<file path="src/rtl/btb_update_queue_pkg.sv">
// Shared types for the BTB update queue: PC width, branch kind flags and the queued entry.
// Holds the fetch-unit queue depth and issue width used as parameter defaults.
package btb_update_queue_pkg;

    localparam int PC_PATH_WIDTH          = 32;
    localparam int INT_ISSUE_WIDTH        = 2;
    localparam int BTB_UPDATE_QUEUE_DEPTH = 8;

    typedef logic [PC_PATH_WIDTH-1:0] pc_path_t;

    typedef struct packed {
        logic is_cond_br;
        logic is_ras_push_br;
        logic is_ras_pop_br;
    } br_kind_t;

    typedef struct packed {
        pc_path_t addr;
        pc_path_t next;
        br_kind_t kind;
    } btb_update_entry_t;

endpackage

</file>
<file path="src/rtl/btb_update_queue_if.sv">
// Branch-result lanes in, BTB update handshake and occupancy status out.
// master = pipeline/BTB side, slave = the queue.
interface btb_update_queue_if #(
    parameter int IN_WIDTH = btb_update_queue_pkg::INT_ISSUE_WIDTH,
    parameter int DEPTH    = btb_update_queue_pkg::BTB_UPDATE_QUEUE_DEPTH
);
    import btb_update_queue_pkg::*;

    logic [IN_WIDTH-1:0]           br_valid;
    logic [IN_WIDTH-1:0]           br_taken;
    pc_path_t [IN_WIDTH-1:0]       br_addr;
    pc_path_t [IN_WIDTH-1:0]       br_next;
    br_kind_t [IN_WIDTH-1:0]       br_kind;
    logic                          flush;

    logic                          upd_valid;
    logic                          upd_ready;
    pc_path_t                      upd_addr;
    pc_path_t                      upd_next;
    br_kind_t                      upd_kind;

    logic [$clog2(DEPTH):0]        count;
    logic                          full;
    logic                          empty;
    logic [15:0]                   drop_count;

    modport master (
        output br_valid, br_taken, br_addr, br_next, br_kind, flush, upd_ready,
        input  upd_valid, upd_addr, upd_next, upd_kind, count, full, empty, drop_count
    );

    modport slave (
        input  br_valid, br_taken, br_addr, br_next, br_kind, flush, upd_ready,
        output upd_valid, upd_addr, upd_next, upd_kind, count, full, empty, drop_count
    );

endinterface

</file>
<file path="src/rtl/btb_update_queue_pointer.sv">
// Head/tail/occupancy tracking for the BTB update queue: multi-push, single-pop, flush.
// free_o already credits a same-cycle pop so a full queue can still accept one push.
module btb_update_queue_pointer #(
    parameter int DEPTH = 8
) (
    input  logic                     clk,
    input  logic                     rst,
    input  logic [$clog2(DEPTH):0]   push_cnt_i,
    input  logic                     pop_i,
    input  logic                     flush_i,
    output logic [$clog2(DEPTH)-1:0] head_o,
    output logic [$clog2(DEPTH)-1:0] tail_o,
    output logic [$clog2(DEPTH):0]   count_o,
    output logic [$clog2(DEPTH):0]   free_o,
    output logic                     full_o,
    output logic                     empty_o
);
    localparam int PW = $clog2(DEPTH);
    localparam int CW = PW + 1;

    logic [PW-1:0] head_q, head_d;
    logic [PW-1:0] tail_q, tail_d;
    logic [CW-1:0] count_q, count_d;

    always_comb begin
        head_d  = head_q;
        tail_d  = tail_q;
        count_d = count_q;
        if (flush_i) begin
            head_d  = '0;
            tail_d  = '0;
            count_d = '0;
        end else begin
            // DEPTH is a power of two, so pointer overflow is the modulo wrap
            head_d  = head_q + PW'(pop_i);
            tail_d  = tail_q + push_cnt_i[PW-1:0];
            count_d = count_q + push_cnt_i - CW'(pop_i);
        end
    end

    always_ff @(posedge clk) begin
        if (!rst) begin
            head_q  <= '0;
            tail_q  <= '0;
            count_q <= '0;
        end else begin
            head_q  <= head_d;
            tail_q  <= tail_d;
            count_q <= count_d;
        end
    end

    assign head_o  = head_q;
    assign tail_o  = tail_q;
    assign count_o = count_q;
    assign free_o  = CW'(DEPTH) - count_q + CW'(pop_i);
    assign full_o  = (count_q == CW'(DEPTH));
    assign empty_o = (count_q == '0);

endmodule

</file>
<file path="src/rtl/btb_update_queue.sv">
// Queues taken branch results for the BTB write port; drops overflow without stalling.
// Define RSD_BTB_UPDATE_MERGE_EN to coalesce same-address updates into an existing entry.
module btb_update_queue
    import btb_update_queue_pkg::*;
#(
    parameter int DEPTH    = BTB_UPDATE_QUEUE_DEPTH,
    parameter int IN_WIDTH = INT_ISSUE_WIDTH
) (
    input  logic              clk,
    input  logic              rst,
    btb_update_queue_if.slave bus
);
    localparam int PW = $clog2(DEPTH);
    localparam int CW = PW + 1;
    localparam int LW = $clog2(IN_WIDTH + 1);

    btb_update_entry_t entries_q [DEPTH];

    logic [PW-1:0]       head;
    logic [PW-1:0]       tail;
    logic [CW-1:0]       count;
    logic [CW-1:0]       free;
    logic                full;
    logic                empty;
    logic                pop;

    logic [CW-1:0]       n_acc;
    logic [LW-1:0]       n_drop;
    logic [IN_WIDTH-1:0] lane_we;
    logic [PW-1:0]       lane_slot  [IN_WIDTH];
    btb_update_entry_t   lane_entry [IN_WIDTH];

    logic [16:0]         drop_sum;
    logic [15:0]         drop_d;
    logic [15:0]         drop_q;

`ifdef RSD_BTB_UPDATE_MERGE_EN
    logic [IN_WIDTH-1:0] lane_new;
    logic [PW-1:0]       tail_m1;
    logic                tail_live;

    // The newest entry is only a merge target if it is not the head leaving this cycle
    assign tail_m1   = tail - PW'(1);
    assign tail_live = (count != '0) && !((count == CW'(1)) && pop);
`endif

    assign pop = !empty && bus.upd_ready;

    btb_update_queue_pointer #(.DEPTH(DEPTH)) u_pointer (
        .clk        (clk),
        .rst        (rst),
        .push_cnt_i (n_acc),
        .pop_i      (pop),
        .flush_i    (bus.flush),
        .head_o     (head),
        .tail_o     (tail),
        .count_o    (count),
        .free_o     (free),
        .full_o     (full),
        .empty_o    (empty)
    );

    always_comb begin
        n_acc  = '0;
        n_drop = '0;
`ifdef RSD_BTB_UPDATE_MERGE_EN
        lane_new = '0;
`endif
        for (int i = 0; i < IN_WIDTH; i++) begin
            lane_entry[i] = '{addr: bus.br_addr[i], next: bus.br_next[i], kind: bus.br_kind[i]};
            lane_we[i]    = 1'b0;
            lane_slot[i]  = tail + PW'(n_acc);
            if (bus.br_valid[i] && bus.br_taken[i]) begin
`ifdef RSD_BTB_UPDATE_MERGE_EN
                if (tail_live && (bus.br_addr[i] == entries_q[tail_m1].addr)) begin
                    lane_we[i]   = 1'b1;
                    lane_slot[i] = tail_m1;
                end
                for (int j = 0; j < i; j++) begin
                    if (lane_new[j] && (bus.br_addr[j] == bus.br_addr[i])) begin
                        lane_we[i]   = 1'b1;
                        lane_slot[i] = lane_slot[j];
                    end
                end
`endif
                if (!lane_we[i]) begin
                    if (n_acc < free) begin
                        lane_we[i] = 1'b1;
                        n_acc      = n_acc + CW'(1);
`ifdef RSD_BTB_UPDATE_MERGE_EN
                        lane_new[i] = 1'b1;
`endif
                    end else begin
                        n_drop = n_drop + LW'(1);
                    end
                end
            end
        end
    end

    // Ascending lane order lets a later merging lane overwrite an earlier one's slot
    always_ff @(posedge clk) begin
        if (rst && !bus.flush) begin
            for (int i = 0; i < IN_WIDTH; i++) begin
                if (lane_we[i]) begin
                    entries_q[lane_slot[i]] <= lane_entry[i];
                end
            end
        end
    end

    always_comb begin
        drop_sum = {1'b0, drop_q} + 17'(n_drop);
        drop_d   = drop_sum[16] ? 16'hFFFF : drop_sum[15:0];
    end

    always_ff @(posedge clk) begin
        if (!rst) begin
            drop_q <= '0;
        end else if (!bus.flush) begin
            drop_q <= drop_d;
        end
    end

    assign bus.upd_valid  = !empty;
    assign bus.upd_addr   = entries_q[head].addr;
    assign bus.upd_next   = entries_q[head].next;
    assign bus.upd_kind   = entries_q[head].kind;
    assign bus.count      = count;
    assign bus.full       = full;
    assign bus.empty      = empty;
    assign bus.drop_count = drop_q;

endmodule

</file>
<file path="src/flat_wrapper.sv">
// flat-port wrapper written by rule: the top's interface ports become plain ports
module btb_update_queue_flat import btb_update_queue_pkg::*;
#(
    parameter int DEPTH    = BTB_UPDATE_QUEUE_DEPTH,
    parameter int IN_WIDTH = INT_ISSUE_WIDTH
)
  (clk, rst, bus_br_valid, bus_br_taken, bus_br_addr, bus_br_next, bus_br_kind, bus_flush, bus_upd_ready, bus_upd_valid, bus_upd_addr, bus_upd_next, bus_upd_kind, bus_count, bus_full, bus_empty, bus_drop_count);
  btb_update_queue_if #(.IN_WIDTH(IN_WIDTH), .DEPTH(DEPTH)) bus_i ();
  input  logic clk;
  input  logic rst;
  input wire logic [$bits(bus_i.br_valid)-1:0] bus_br_valid;
  input wire logic [$bits(bus_i.br_taken)-1:0] bus_br_taken;
  input wire logic [$bits(bus_i.br_addr)-1:0] bus_br_addr;
  input wire logic [$bits(bus_i.br_next)-1:0] bus_br_next;
  input wire logic [$bits(bus_i.br_kind)-1:0] bus_br_kind;
  input wire logic [$bits(bus_i.flush)-1:0] bus_flush;
  input wire logic [$bits(bus_i.upd_ready)-1:0] bus_upd_ready;
  output wire logic [$bits(bus_i.upd_valid)-1:0] bus_upd_valid;
  output wire logic [$bits(bus_i.upd_addr)-1:0] bus_upd_addr;
  output wire logic [$bits(bus_i.upd_next)-1:0] bus_upd_next;
  output wire logic [$bits(bus_i.upd_kind)-1:0] bus_upd_kind;
  output wire logic [$bits(bus_i.count)-1:0] bus_count;
  output wire logic [$bits(bus_i.full)-1:0] bus_full;
  output wire logic [$bits(bus_i.empty)-1:0] bus_empty;
  output wire logic [$bits(bus_i.drop_count)-1:0] bus_drop_count;
  assign bus_i.br_valid = bus_br_valid;
  assign bus_i.br_taken = bus_br_taken;
  assign bus_i.br_addr = bus_br_addr;
  assign bus_i.br_next = bus_br_next;
  assign bus_i.br_kind = bus_br_kind;
  assign bus_i.flush = bus_flush;
  assign bus_i.upd_ready = bus_upd_ready;
  assign bus_upd_valid = bus_i.upd_valid;
  assign bus_upd_addr = bus_i.upd_addr;
  assign bus_upd_next = bus_i.upd_next;
  assign bus_upd_kind = bus_i.upd_kind;
  assign bus_count = bus_i.count;
  assign bus_full = bus_i.full;
  assign bus_empty = bus_i.empty;
  assign bus_drop_count = bus_i.drop_count;
  btb_update_queue #(.DEPTH(DEPTH), .IN_WIDTH(IN_WIDTH)) u_core (.clk(clk), .rst(rst), .bus(bus_i));
endmodule
</file>
<file path="config.mk">
export PLATFORM = sky130hd
export DESIGN_NAME = btb_update_queue_flat
export DESIGN_NICKNAME = d
export VERILOG_FILES = /design/src/rtl/btb_update_queue_pkg.sv /design/src/rtl/btb_update_queue_if.sv /design/src/rtl/btb_update_queue_pointer.sv /design/src/rtl/btb_update_queue.sv /design/src/flat_wrapper.sv
export SDC_FILE = /design/constraint.sdc
export NUM_CORES = 1
export LEC_CHECK = 0
export ABC_AREA = 1
export CAP_MARGIN = 40
export CORE_ASPECT_RATIO = 1.75
export CORE_UTILIZATION = 40
export CTS_BUF_LIST = sky130_fd_sc_hd__clkbuf_8 sky130_fd_sc_hd__clkbuf_16
export CTS_CLUSTER_DIAMETER = 50
export DETAILED_ROUTE_END_ITERATION = 12
export DONT_BUFFER_PORTS = 1
export PLACE_DENSITY = 0.64
export SYNTH_ARGS = -nofsm -noshare
export SYNTH_HDL_FRONTEND = slang
export SYNTH_SLANG_ARGS = --single-unit
</file>
<file path="constraint.sdc">
create_clock -name clk -period 9.1 [get_ports clk]
set_input_delay 0.91 -clock clk [delete_from_list [all_inputs] [get_ports clk]]
set_output_delay 0.91 -clock clk [all_outputs]
set_load 0.005 [all_outputs]
</file>
==> results of run 1 <==
## cell families after synthesis
group,after synthesis
simple gates,2363
flops,562
buf+inv,477
compound gates,294
fa+ha+maj,21
xor+xnor,10
## worst max-delay path by stage
stage / cells after the start / start / to
after floorplan: 10 / bus_upd_ready / u_core.entries_q[6][0]
after global placement: 22 / u_core.u_pointer.count_o[2] / u_core.entries_q[4][22]
after CTS: 21 / u_core.u_pointer.count_o[2] / u_core.entries_q[1][40]
final: 21 / u_core.u_pointer.count_o[2] / u_core.entries_q[1][37]
after global routing: 23 / u_core.u_pointer.count_o[2] / u_core.entries_q[1][40]
after detailed placement: 21 / u_core.u_pointer.count_o[2] / u_core.entries_q[1][24]
## final cells by class
class                   count  area [µm²]  share of cell area, %
clock buffers              58        1440                   4.37
clock inverters            43         380                   1.16
repair buffers             63         786                   2.39
multi-input cells        2688       12200                   36.9
inverters                  63         253                  0.768
flip-flops and latches    562       16600                   50.5
well taps                1020        1280                   3.88
## cells in the mapped netlist (18+ instances only)
| cell | number | area (µm²) |
|---|---|---|
| buf_1 | 29 | 109 |
| buf_2 | 170 | 851 |
| clkbuf_1 | 143 | 537 |
| clkbuf_2 | 59 | 295 |
| dfxtp_1 | 26 | 521 |
| edfxtp_1 | 536 | 16100 |
| ha_1 | 18 | 225 |
| inv_1 | 58 | 218 |
| nand2_1 | 1347 | 5060 |
| nand3_1 | 556 | 2780 |
| nor2_1 | 444 | 1670 |
| o21ai_0 | 144 | 721 |
| o32ai_1 | 134 | 1170 |
## routing by layer
layer | up-vias | global-route usage (%)
met5 | - | 0
met2 | 1134 | 48.2
met1 | 12400 | 30.1
met4 | 0 | 11.6
li1 | 11900 | -
met3 | 246 | 4.39
## critical path: stages (launching register included)
cell and delay (ns):
dfxtp_1 0.34, inv_1 0.14, ha_1 0.16, inv_1 0.04, nor2_1 0.16, inv_1 0.10, nand2_1 0.09, ha_1 0.14
inv_1 0.06, ha_1 0.28, nor2_1 0.11, nand4_1 0.19, nand2_1 0.14, inv_1 0.08, ha_1 0.53, inv_1 0.27
nor2_4 0.15, buf_4 0.40, buf_12 0.31, nand2_4 0.11, nand2_4 0.42, buf_4 0.68
## power groups by stage
| stage | clock [mW] | combinational [mW] | sequential [mW] |
|---|---|---|---|
| CTS | 2.41 | 1.45 | 2.96 |
| global route | 2.49 | 1.59 | 2.97 |
| detailed placement | 0 | 1.45 | 3.02 |
| global placement | 0 | 1.38 | 3.02 |
| finish | 2.39 | 1.44 | 2.96 |
| floorplan | 0 | 1.02 | 3.01 |
## layout by cell type (no fill, tap or decap), drive strengths merged
master / n
nand4: 5
xor2: 4
or2: 2
a31oi: 2
dfxtp: 26
nand3: 556
nor3: 7
buf: 63
clkinv: 13
edfxtp: 536
a21oi: 12
clkbuf: 58
inv: 83
nor2: 445
o32ai: 134
bufinv: 5
clkinvlp: 5
fa: 3
nand2: 1347
ha: 18
nand3b: 1
o21ai: 146
xnor2: 6
## metrics by stage
step / instances / utilization (%) / total power [mW] / area [µm²]
6_report: 4497 / 43.2 / 6.79 / 32900
5_1_grt: 4497 / 43.2 / 7.05 / 32900
4_1_cts: 4497 / 43.2 / 6.83 / 32900
3_5_place_dp: 4396 / 40.9 / 4.47 / 31100
3_3_place_gp: 4377 / 40.3 / 4.39 / 30600
2_1_floorplan: 3727 / - / 4.03 / 30700
## registers in the layout, summed over array words and instances (netlist names)
| signal | flops |
|---|---|
| u_core.entries_q | 536 |
| u_core.u_pointer.tail_o | 3 |
| u_core.bus.drop_count | 16 |
| u_core.u_pointer.head_o | 3 |
| u_core.u_pointer.count_o | 4 |
==> metrics.md, run 1 <==
| Metric | Value |
|---|---|
| RSZ-0062 raised after global routing | `false` |
| VDD IR max | `0.000167 V` |
| Setup violators final | `0` |
| Synth Area in XOR/XNOR | `less than 1%` |
| End of the worst hold path | `u_core.bus.drop_count[14]` |
| Io pins | `232` |
| HP Start | `rst` |
| YS warnings | `0` |
| Filler cells | `7510` |
| Seq cells post-synth | `562` |
| TritonCTS buffer count | `57` |
| Simple-gate share of the synthesized area | `31.3%` |
| Via count | `25600` |
| Post-CTS setup buffers | `0` |
| Clock tree buffer depth | `3` |
| Sequential area share after synthesis | `54.1%` |
| Initial antenna violation count | `0` |
| Die Span Y | `368 µm` |
| Clock share of power | `35.2%` |
| CTS tree | `done` |
| Highest net fanout along the worst path | `40` |
| Initial core utilization | `40.3%` |
| Rows | `134` |
| Global-route wire length before repair | `156000 µm` |
| IO buf count | `0` |
| Vias per inst | `about 5.7` |
| Int Pwr | `4.61 mW` |
| CP required | `roughly 9.4 ns` |
| Area delta synth->final | `7.23%` |
| Critical path capture point type | `flip-flop` |
| Routed WL per cell | `23.1 µm` |
| WHS Path Cells | `2` |
| Total net switching power | `2.18 mW` |
| Worst Max-Slew Pin Slew | `0.863 ns` |
| Met2 routed WL | `about 55000 µm` |
| Syn Inst Count | `3727` |
| Launch point of the worst reg-to-reg path | `u_core.u_pointer.count_o[2]` |
| Worst-Skew Late Latency | `roughly 0.67 ns` |
| DRT iter0 DRCs | `2275` |
| Met3 routed WL | `8230 µm` |
| Async SR Flop Fraction | `0%` |
| Setup TNS | `0 ns` |
| Clk root buf | `clkbuf_16` |
| Relative slew margins | `between 40 and 50%` |
| Share of cells above drive strength 1 | `under 10%` |
| Worst setup margin | `around 3.8 ns` |
| Dpl hpwl | `about 61000 µm` |
| Max-Cap Viols | `0` |
| Run status | `finished, final reports clean` |
| CTS resizes | `0` |
| Core area | `about 0.076 mm²` |
| H-tree levels | `2` |
| Final ANT Viol Nets | `0` |
| HP Class | `in2reg` |
| CTS Sinks | `562` |
| Met1 Wirelength | `36900 µm` |
| Largest net degree at the start of global routing | `just under 100` |
| Final Wtd Congestion | `0.810` |
| CTS Hold Bufs | `0` |
| Largest family of logic cells by synthesized area | `simple AND/OR/NAND/NOR gates` |
| Synth unique cells | `28` |
| CP Launch Type | `flip-flop` |
| Comb pwr share | `21.2%` |
| Final WL | `between 100000 and 150000 µm` |
| Drt drc | `0` |
| RR Endpoint | `u_core.entries_q[1][37]` |
| Syn avg cell area | `8.24 µm²` |
| Sw frac | `32.1%` |
| Fin crit share | `58.5%` |
| Arrival @ worst endpoint | `5.59 ns` |
| DIE AREA | `roughly 0.078 mm²` |
| Crit path kind | `reg2reg` |
| Pwr/cell area | `206 mW/mm²` |
| Max layer used | `met4` |
| FF-to-FF path depth | `21` |
| Worst Setup Slack post-DPL | `~3.8 ns` |
| Compound-Gate Fraction of Synth Area | `6.44%` |
| Ys flop type | `edfxtp_1` |
| GRT Total Usage | `26.5%` |
| CTS clk-pin slew, worst paths | `~0.06 ns` |
| Number of nets in the layout | `3598` |
| Worst R2R Setup Slack | `3.78 ns` |
| Static Leak | `13.4 nW` |
| Fin. max-slew vios | `0` |
| Mux contribution to synthesized area | `0%` |
| Final hold violations | `0` |
| Hold WS | `0.362 ns` |
| N_diodes | `0` |
| Number of global-route vias before repair | `approximately 25000` |
| Synthesized net count | `3890` |
| First-pass DRT Iterations | `6` |
| GR Overflow Total | `0` |
| Area of the mapped netlist | `just over 0.03 mm²` |
| Tmin final | `5.32 ns` |
| Die Wd | `211 µm` |
| Fmax | `0.188 GHz` |
| Seq pwr share | `between 40% and 50%` |
| Skew final | `approximately 0.028 ns` |
| Adder-Cell Fraction of Synth Area | `less than 1%` |
| Post-synth EDFFs | `536` |
Power figures use the tool's default switching activity.
==> run 2, diff against run 1 <==
Clock period 9.1 ns to 5.29 ns, I/O delays scaled along.
==> metrics.md, run 2 (synthesis results as in run 1) <==
| Metric | Value |
|---|---|
| CP required | `5.79 ns` |
| Pwr/cell area | `346 mW/mm²` |
| Rows | `134` |
| Fin crit share | `84.0%` |
| Initial core utilization | `40.3%` |
| Final Core Density | `between 40% and 50%` |
| Commonest non-fill, non-tap cell in the layout | `nand2_1` |
| Highest net fanout along the worst path | `40` |
| Final Wtd Congestion | `0.813` |
| Largest net degree at the start of global routing | `169` |
| Via count | `25700` |
| Io pins | `232` |
| First-pass DRT Iterations | `6` |
| Fin. max-slew vios | `0` |
| CP Launch Type | `flip-flop` |
| Worst stage delay on the critical path | `0.59 ns` |
| Met1 Wirelength | `between 30000 and 40000 µm` |
| TritonCTS buffer count | `54` |
| Relative slew margins | `33.4%` |
| Area delta synth->final | `7.07%` |
| Global-route wire length before repair | `154000 µm` |
| CP max-delay cell | `buf_4` |
| Critical path capture point | `u_core.entries_q[0][26]` |
| HP Start | `rst` |
| IO buf count | `0` |
| RR Endpoint | `u_core.entries_q[0][26]` |
| Met3 routed WL | `8790 µm` |
| Fmax | `between 0.2 and 0.25 GHz` |
| Max-Cap Viols | `0` |
| N_diodes | `0` |
| Final ANT Viol Nets | `0` |
| CTS resizes | `0` |
| CTS tree | `done` |
| VDD IR max | `0.000280 V` |
| GRT Total Usage | `a little over a quarter` |
| GR Overflow Total | `0` |
| Die Wd | `approximately 210 µm` |
| Worst R2R Setup Slack | `0.85 ns` |
| Share of cells above drive strength 1 | `4.90%` |
| Post-CTS setup buffers | `0` |
| Crit path kind | `reg2reg` |
| Worst-Skew Late Latency | `around 0.63 ns` |
| Critical path, cell by cell | `inv_1 -> ha_1 -> inv_1 -> nor2_1 -> inv_1 -> nand2_1 -> ha_1 -> inv_1 -> ha_1 -> nor2_1 -> nand4_1 -> nand2_1 -> inv_1 -> ha_1 -> ha_1 -> xnor2_2 -> nand2_1 -> nor2_4 -> buf_4 -> buf_4 -> nand3_1 -> nand2_1` |
| Final hold violations | `0` |
| CTS clk-pin slew, worst paths | `0.07 ns` |
| Run status | `finished, final reports clean` |
| Worst setup margin | `0.847 ns` |
| Number of global-route vias before repair | `~25000` |
| Critical path capture point type | `flip-flop` |
| HP Class | `in2reg` |
| Routed WL per cell | `22.8 µm` |
| Core area | `between 0.07 and 0.08 mm²` |
| Clock tree buffer depth | `3` |
| Clk root buf | `clkbuf_16` |
| Initial antenna violation count | `0` |
| CTS Sinks | `562` |
| CTS Hold Bufs | `1` |
| Max layer used | `met4` |
| Tmin final | `4.44 ns` |
| Worst Max-Slew Pin Slew | `0.999 ns` |
| FF-to-FF path depth | `22` |
| Static Leak | `13.3 nW` |
| Number of nets in the layout | `3591` |
| Launch point of the worst reg-to-reg path | `u_core.u_pointer.count_o[2]` |
| Drt drc | `0` |
| Die Span Y | `~370 µm` |
| Most frequent cells in the layout | `nand2_1 (1337), nand3_1 (556), edfxtp_1 (536)` |
| H-tree levels | `2` |
| Setup violators final | `0` |
| Vias per inst | `around 5.7` |
| DRT iter0 DRCs | `between 1500 and 2000` |
| RSZ-0062 raised after global routing | `false` |
| Dpl hpwl | `59300 µm` |
| Final WL | `102000 µm` |
| Number of flip-flops in the largest register | `between 500 and 600` |
| Setup TNS | `0 ns` |
| Skew final | `0.0102 ns` |
| Worst Setup Slack post-DPL | `0.859 ns` |
| Met2 routed WL | `53300 µm` |
| DIE AREA | `0.0779 mm²` |
| Crit path launch | `u_core.u_pointer.count_o[2]` |
| Arrival @ worst endpoint | `4.94 ns` |
-- run 2: changes by cell type in the layout (fill, tap and decap cells not counted), sizes merged --
| cell | previous run | this run |
|---|---|---|
| buf | 63 | 58 |
| bufinv | 5 | 3 |
| clkbuf | 58 | 55 |
| clkinv | 13 | 31 |
| clkinvlp | 5 | 1 |
| dlygate4sd3 | 0 | 1 |
| inv | 83 | 73 |
-- run 2: layout make-up --
| cell class | instances | area (µm²) |
|---|---|---|
| timing repair buffer | 59 | 891 |
| multi-input combinational | 2688 | 12200 |
| fill | 7410 | 43200 |
| clock buffer | 55 | 1380 |
| clock inverter | 45 | 290 |
| tap | 1020 | 1280 |
| sequential | 562 | 16600 |
| inverter | 63 | 253 |
-- run 2: how the worst min path moves through the flow --
stage                                endpoint  slack, ns  depth (start not counted)
floorplan           u_core.bus.drop_count[15]       0.47                          2
global placement    u_core.bus.drop_count[15]       0.53                          2
detailed placement   u_core.bus.drop_count[0]       0.53                          2
CTS                 u_core.bus.drop_count[12]      0.002                          2
global route        u_core.bus.drop_count[12]       0.05                          2
finish              u_core.bus.drop_count[12]       0.03                          2
-- run 2: routing by layer --
layer	GRT usage, %	vias up
li1	-	11900
met1	27.5	12300
met2	47.3	1203
met3	6.03	307
met4	14.8	0
met5	0	-
-- run 2: metrics by stage --
stage | power, mW | hold WS, ns | std cells | cell area (µm²)
final | 11.4 | 0.0301 | 4492 | 32900
after global routing | 11.8 | 0.0488 | 4492 | 32900
after CTS | 11.4 | 0.00220 | 4492 | 32900
after detailed placement | 7.67 | 0.533 | 4391 | 31200
after global placement | 7.59 | 0.529 | 4380 | 30900
after floorplan | 6.93 | 0.474 | 3727 | 30700
-- run 2: worst max-delay path, delay by kind of cell (launching register included) --
family        cells  cell delay, ns
fa+ha+maj         5            0.96
xor+xnor          1            0.21
simple gates      9            1.26
buf+inv           7            1.42
flops             1            0.35
-- run 2: report_power, final --
| group | internal, mW | switching, mW |
|---|---|---|
| clock | 2.03 | 1.78 |
| sequential | 5.03 | 0.0677 |
| combinational | 0.656 | 1.81 |
| total | 7.72 | 3.66 |
